**src/rtl/debounce_edge_detect.sv**
```systemverilog
// Synchronizes one raw asynchronous input, debounces it with a run-length counter FSM and
// emits registered edge pulses. Define DEBOUNCE_FALL_EN to add the o_fall pulse output.
module debounce_edge_detect #(
    parameter int SYNC_STAGES   = 2,
    parameter int STABLE_CYCLES = 4,
    parameter bit RESET_LEVEL   = 1'b0
) (
    input  logic clk,
    input  logic i_reset_n,
    input  logic i_raw,
    output logic o_level,
`ifdef DEBOUNCE_FALL_EN
    output logic o_fall,
`endif
    output logic o_rise
);

    localparam int CW = $clog2(STABLE_CYCLES + 1);
    localparam logic [CW-1:0] CNT_LAST = CW'(STABLE_CYCLES - 1);

    typedef enum logic [1:0] {
        STABLE_LO = 2'd0,
        WAIT_HI   = 2'd1,
        STABLE_HI = 2'd2,
        WAIT_LO   = 2'd3
    } state_e;

    localparam state_e RESET_STATE = RESET_LEVEL ? STABLE_HI : STABLE_LO;

    logic [SYNC_STAGES-1:0] sync_q, sync_d;
    state_e                 state_q, state_d;
    logic [CW-1:0]          cnt_q, cnt_d;
    logic                   level_q, level_d;
    logic                   rise_q, rise_d;
`ifdef DEBOUNCE_FALL_EN
    logic                   fall_q, fall_d;
`endif
    logic                   s;

    // Only sync_q[0] ever looks at i_raw; everything downstream sees the last stage.
    assign sync_d = {sync_q[SYNC_STAGES-2:0], i_raw};
    assign s      = sync_q[SYNC_STAGES-1];

    always_comb begin
        state_d = state_q;
        cnt_d   = cnt_q;
        level_d = level_q;
        rise_d  = 1'b0;
`ifdef DEBOUNCE_FALL_EN
        fall_d  = 1'b0;
`endif
        case (state_q)
            STABLE_LO: begin
                if (s) begin
                    if (STABLE_CYCLES == 1) begin
                        state_d = STABLE_HI;
                        level_d = 1'b1;
                        rise_d  = 1'b1;
                    end else begin
                        state_d = WAIT_HI;
                        cnt_d   = CW'(1);
                    end
                end
            end
            WAIT_HI: begin
                if (!s) begin
                    state_d = STABLE_LO;
                    cnt_d   = '0;
                end else if (cnt_q == CNT_LAST) begin
                    state_d = STABLE_HI;
                    cnt_d   = '0;
                    level_d = 1'b1;
                    rise_d  = 1'b1;
                end else begin
                    cnt_d = cnt_q + CW'(1);
                end
            end
            STABLE_HI: begin
                if (!s) begin
                    if (STABLE_CYCLES == 1) begin
                        state_d = STABLE_LO;
                        level_d = 1'b0;
`ifdef DEBOUNCE_FALL_EN
                        fall_d  = 1'b1;
`endif
                    end else begin
                        state_d = WAIT_LO;
                        cnt_d   = CW'(1);
                    end
                end
            end
            WAIT_LO: begin
                if (s) begin
                    state_d = STABLE_HI;
                    cnt_d   = '0;
                end else if (cnt_q == CNT_LAST) begin
                    state_d = STABLE_LO;
                    cnt_d   = '0;
                    level_d = 1'b0;
`ifdef DEBOUNCE_FALL_EN
                    fall_d  = 1'b1;
`endif
                end else begin
                    cnt_d = cnt_q + CW'(1);
                end
            end
            default: begin
                state_d = RESET_STATE;
                cnt_d   = '0;
            end
        endcase
    end

    always_ff @(posedge clk or negedge i_reset_n) begin
        if (!i_reset_n) begin
            sync_q  <= {SYNC_STAGES{RESET_LEVEL}};
            state_q <= RESET_STATE;
            cnt_q   <= '0;
            level_q <= RESET_LEVEL;
            rise_q  <= 1'b0;
`ifdef DEBOUNCE_FALL_EN
            fall_q  <= 1'b0;
`endif
        end else begin
            sync_q  <= sync_d;
            state_q <= state_d;
            cnt_q   <= cnt_d;
            level_q <= level_d;
            rise_q  <= rise_d;
`ifdef DEBOUNCE_FALL_EN
            fall_q  <= fall_d;
`endif
        end
    end

    assign o_level = level_q;
    assign o_rise  = rise_q;
`ifdef DEBOUNCE_FALL_EN
    assign o_fall  = fall_q;
`endif

endmodule

```
**config.mk**
```make
export PLATFORM = sky130hd
export DESIGN_NAME = debounce_edge_detect
export DESIGN_NICKNAME = d
export VERILOG_FILES = /design/src/rtl/debounce_edge_detect.sv
export SDC_FILE = /design/constraint.sdc
export NUM_CORES = 1
export LEC_CHECK = 0
export ABC_AREA = 1
export CAP_MARGIN = 0
export CORE_MARGIN = 5
export CORE_UTILIZATION = 30
export DETAILED_ROUTE_END_ITERATION = 16
export GPL_ROUTABILITY_DRIVEN = 1
export PLACE_DENSITY = 0.59
export REMOVE_ABC_BUFFERS = 1
export SLEW_MARGIN = 20
export SYNTH_ARGS = -nofsm -noshare
export SYNTH_HDL_FRONTEND = slang
export SYNTH_SLANG_ARGS = --single-unit
```
**constraint.sdc**
```tcl
create_clock -name clk -period 1.3 [get_ports clk]
set_clock_uncertainty 0.05 [all_clocks]
set_input_delay 0.195 -clock clk [delete_from_list [all_inputs] [get_ports clk]]
set_output_delay 0.195 -clock clk [all_outputs]
set_load 0.005 [all_outputs]
```
After elaboration in Yosys (flattened, before gate mapping)
Index checks and enable logic that the tools add are counted.
{"block": "totals", "input_bits": 3, "elab_cells": 44, "ff_bits": 9, "output_inout_bits": 2}
{"block": "op_classes", "n_eq_ne": 12, "reduce_logical": 5, "n_addsub": 1, "muxes": 21}
{"operator": "2-to-1 mux 3 bit", "count": 5}
{"operator": "2-to-1 mux 2 bit", "count": 6}
{"operator": "!= test 2 bit, second input constant", "count": 6}
{"operator": "case mux 3 bit (4 select lines)", "count": 1}
{"operator": "case mux 2 bit (4 select lines)", "count": 1}
{"operator": "2-to-1 mux 1 bit", "count": 7}
{"operator": "!= test 3 bit, second input constant", "count": 2}
{"operator": "AND reduction 5 bit", "count": 1}
{"operator": "equality test 2 bit, second input constant", "count": 2}
{"operator": "AND reduction 4 bit", "count": 1}
{"operator": "adder 3 x 1 -> 3 bit, second input constant", "count": 1}
{"operator": "equality test 3 x 2 -> 1 bit, second input constant", "count": 1}
{"operator": "equality test 2 x 1 -> 1 bit, second input constant", "count": 1}
{"operator": "logical NOT 2 bit", "count": 1}
{"operator": "case mux 1 bit (2 select lines)", "count": 1}
{"operator": "AND reduction 2 bit", "count": 1}
{"operator": "nonzero test 2 bit", "count": 1}

Logic depth before layout (Yosys ltp)
Gate-level depths: netlist (run 1).
{"block": "logic_depth", "depth_word": 4, "depth_mapped": 6, "mapped_depth_nobuf": 6}

Worst setup path before layout (run 1)
OpenSTA, ideal clock, no wires.
{"block": "synth_timing", "path_type": "register to register", "from": "reg cnt_q[0]", "to": "reg level_q, in the netlist o_level", "n_path_buf": 0, "arrival_time_ns": 0.835, "setup_time_ns": 0.120, "path_stages_with_launch": 6, "synth_period_minus_slack_ns": 1.005, "required_time_ns": 1.130, "path_slack_ns": 0.295, "path_cell_list": "dfrtp_1 -> ha_1 -> nand2_1 -> inv_1 -> nand3_1 -> nand2_1"}
{"block": "synth_via", "elab_chain_cells": 3, "word_cells_on_any_way": 4, "classes_between": "eq/ne (3); reduce/logical (1)"}
{"item": "from (decl)", "line": "32", "source": "logic [CW-1:0] cnt_q, cnt_d;"}
{"item": "from (signal assigned)", "line": "127", "source": "cnt_q <= cnt_d;"}
{"item": "equality test 3 x 2 -> 1 bit (*)", "line": "69, 96"}
{"item": "!= test 2 bit (no line)"}
{"item": "AND reduction 5 bit (no line) (*)"}
{"item": "to (signal assigned)", "line": "128", "source": "level_q <= level_d;"}
{"item": "to (decl)", "line": "33", "source": "logic level_q, level_d;"}
Every way passes the cells marked *; elsewhere a longest branch is shown, timed or not.
A chain may end at the register's enable or synchronous reset.

Worst setup path after layout (run 1)
{"block": "layout_timing", "from": "reg level_q, in the netlist o_level", "to": "out o_level"}
{"item": "to (decl)", "line": "11", "source": "output logic o_level,"}
No word-level cell between the ends.

==> results.sh, run 1 <==
export IMPL_outcome="finished clean"
export IMPL_ys_ff_latch=9
export IMPL_worst_setup_path_end_kind="output port"
export IMPL_cts_tree="done"
export IMPL_synth_area_um2=398
export IMPL_worst_ep_required_time_ns=1.05
export IMPL_post_route_period_util=0.871
export IMPL_die_x_um=46.4
export IMPL_fmax_ghz=0.884
export IMPL_flow_area_growth_from_synthesis_pct=21.1
export IMPL_ant_nets=0
export IMPL_post_route_drc_count=0
export IMPL_num_fill_cells=137
export IMPL_floorplan_core_area_um2=1280
export IMPL_power_leakage_nw=0.263
export IMPL_detailed_place_hpwl_um=499
export IMPL_placedInstanceArea_um2=457
export IMPL_grt_first_pass_wirelength_um=1130
export IMPL_timing_critical_path_to="o_level"
export IMPL_fin_tns_setup_ns=0
export IMPL_worst_ir_drop_vdd_mv=0.780
export IMPL_cts_hold_buffers=0
export IMPL_average_wire_length_per_cell_after_detail_routing_um=9.31
export IMPL_reg2reg_setup_slack_ns=0.20
export IMPL_synth_lib_cells_used_distinct=14
export IMPL_dr_total_vias=304
export IMPL_finalPower_uw=919
export IMPL_r2r_start="cnt_q[0]"
export IMPL_timing_worst_slew_pin_value_ns=0.395
export IMPL_worst_path_largest_cell_delay_ns=0.37
export IMPL_finish_instance_area_um2=482
export IMPL_drtPass1Iterations=4
export IMPL_power_switching_uw=330
export IMPL_drive_above_1_share=0.170
export IMPL_vias_per_cell=4.47
export IMPL_power_internal_uw=589
export IMPL_timing_critical_path_from="o_level"
export IMPL_cts_buffers=3
export IMPL_detail_route_wirelength_um=633
export IMPL_clkLatencyLatePin_ns=0.26
export IMPL_globalRouteTotalUtil=0.0838
export IMPL_synth_top_cell_by_area="dfrtp_1"
export IMPL_insertedDiodeCount=0
export IMPL_postLayoutCoreUtil=0.375
export IMPL_timing_max_cap_violations=0
export IMPL_sequentialPowerShare=0.460
export IMPL_rsz0062_at_grt="false"
export IMPL_cts_repair_timing_setup_buffer_count=0
export IMPL_critical_path_cell_count=1
export IMPL_grt_pass1_vias=297
export IMPL_maximum_fanout_encountered_on_the_critical_timing_path=2
export IMPL_floorplan_io_pins=5
export IMPL_globalplace_congestion=0.689
export IMPL_synth_area_per_cell_um2=8.84
export IMPL_r2r_endpoint="o_level"
export IMPL_synthCells=45
export IMPL_synth_seq_area_share=0.566
export IMPL_cts_root_buf="clkbuf_4"
export IMPL_synth_top_cells_by_area="dfrtp_1 (57%), nand2_1 (10%), nand3_1 (8.8%)"
export IMPL_io_buffer_count=4
export IMPL_power_share_clock=0.235
export IMPL_power_density_nw_per_um2=1910
export IMPL_cts_htree_levels=1
export IMPL_cp_num_buf_inv=1
export IMPL_rows=13
export IMPL_chipHeight_um=46.4
export IMPL_pwr_share_comb=0.304
export IMPL_arrival_time_of_data_at_the_critical_path_endpoint_ns=0.89
export IMPL_tightest_slew_margin_relative_to_the_limit=0.736
export IMPL_globalRoute_totalOverflow=0
export IMPL_final_max_slew_viol_count=0
export IMPL_yosys_warnings=0
export IMPL_crit_type="register to output port"
export IMPL_hold_viol=0
export IMPL_final_min_clock_period_ns=1.13
export IMPL_dr_first_iter_drc_count=7
export IMPL_swShare=0.359
export IMPL_antenna_found_initial=0
export IMPL_post_synth_top_area_fraction=0.566
export IMPL_final_nets=58
export IMPL_cts_resized=2
export IMPL_floorplan_initialDensity=0.310
export IMPL_cts_num_sinks=9
export IMPL_hold_class="input pin to async pin"
export IMPL_grt_max_degree=10
export IMPL_die_area_um2=2150
export IMPL_crit_path_cell_trace="dlygate4sd2_1"
export IMPL_max_clock_path_buffers=2
export IMPL_start_kind="register"
export IMPL_slowest_stage="dfrtp_1"
export IMPL_worst_r2r_path_depth=5
export IMPL_timing_final_setup_violations=0
export IMPL_clk_transition_reported_paths_ns=0.06
export IMPL_cpLargestDelayFamily="flip-flops"
## metal layers
| layer | track usage | share of wire | wire (um) | up-vias |
|---|---|---|---|---|
| met1 | 0.0782 | 0.45 | 287 | 136 |
| met4 | 0.102 | 0.049 | 31 | 0 |
| met3 | 0.0352 | 0.033 | 21 | 4 |
| met5 | 0 | 0 | 0 | - |
| met2 | 0.124 | 0.46 | 292 | 4 |
| li1 | - | - | - | 160 |
## Yosys cell counts
cell	number
nand2_1	11
dfrtp_1	9
inv_1	7
nand3_1	7
nand2_2	2
a21oi_1	1
ha_1	1
inv_2	1
nand3b_1	1
nor2_1	1
nor2_2	1
o21ai_0	1
o21ai_1	1
o21ai_2	1
## cell families after synthesis
logic type                 Yosys count  synth area share
and+or+nand+nor                     23             0.267
DFF                                  9             0.566
buffers and inverters                8            0.0755
AOI/OAI and AO/OA                    4            0.0597
adders and majority gates            1            0.0314
## layout by cell type, fill, tap and decap left out
cell type / instances
clkbuf_4: 3
clkinv_2: 1
dlygate4sd2_1: 2
ha_1: 1
nand2_2: 2
inv_2: 1
clkdlybuf4s50_1: 2
nor2_1: 1
o21ai_0: 1
nor2_2: 1
nand3_1: 7
o21ai_1: 1
inv_1: 7
o21ai_2: 1
a21oi_1: 1
nand3b_1: 1
nand2_1: 11
dfrtp_1: 9
## power by group through the flow
stage                     Combinational, mW  Clock (mW)  Sequential [mW]
after floorplan                       0.213           0            0.419
after global routing                  0.329       0.235            0.435
after global placement                0.296           0            0.429
final                                 0.280       0.216            0.423
after CTS                             0.288       0.226            0.424
after detailed placement              0.300           0            0.430
## cell type report
class	count	area [um2]	area share
Sequential cell	9	225	0.468
Clock inverter	1	5.00	0.0104
Inverter	8	30.0	0.0623
Timing Repair Buffer	4	37.5	0.0779
Tap cell	15	18.8	0.0390
Multi-Input combinational cell	28	143	0.296
Clock buffer	3	22.5	0.0468
## per-stage QoR
step / hold WS, ns / std cells / worst slack [ns]
finish: 0.172 / 68 / 0.168
global route: 0.192 / 68 / 0.108
CTS: 0.178 / 68 / 0.152
detailed placement: 0.289 / 64 / 0.203
global placement: 0.284 / 64 / 0.228
floorplan: -0.151 / 45 / 0.295
## how the worst min path moves through the flow
stage | start | endpoint | slack [ns] | cells after the start
finish | i_reset_n | async pin | 0.17 | 1
global route | i_reset_n | async pin | 0.19 | 1
CTS | i_reset_n | async pin | 0.18 | 1
detailed placement | sync_q[0] | sync_q[1] | 0.29 | 0
global placement | sync_q[0] | sync_q[1] | 0.28 | 0
floorplan | i_reset_n | async pin | -0.15 | 0
(Power assumes the default switching activity.)
==> run 2: changes to the inputs <==
Settings changed: SLEW_MARGIN 20 to unset.
==> results of run 2 <==
Final layout, timing and power as in run 1 (identical DEF).
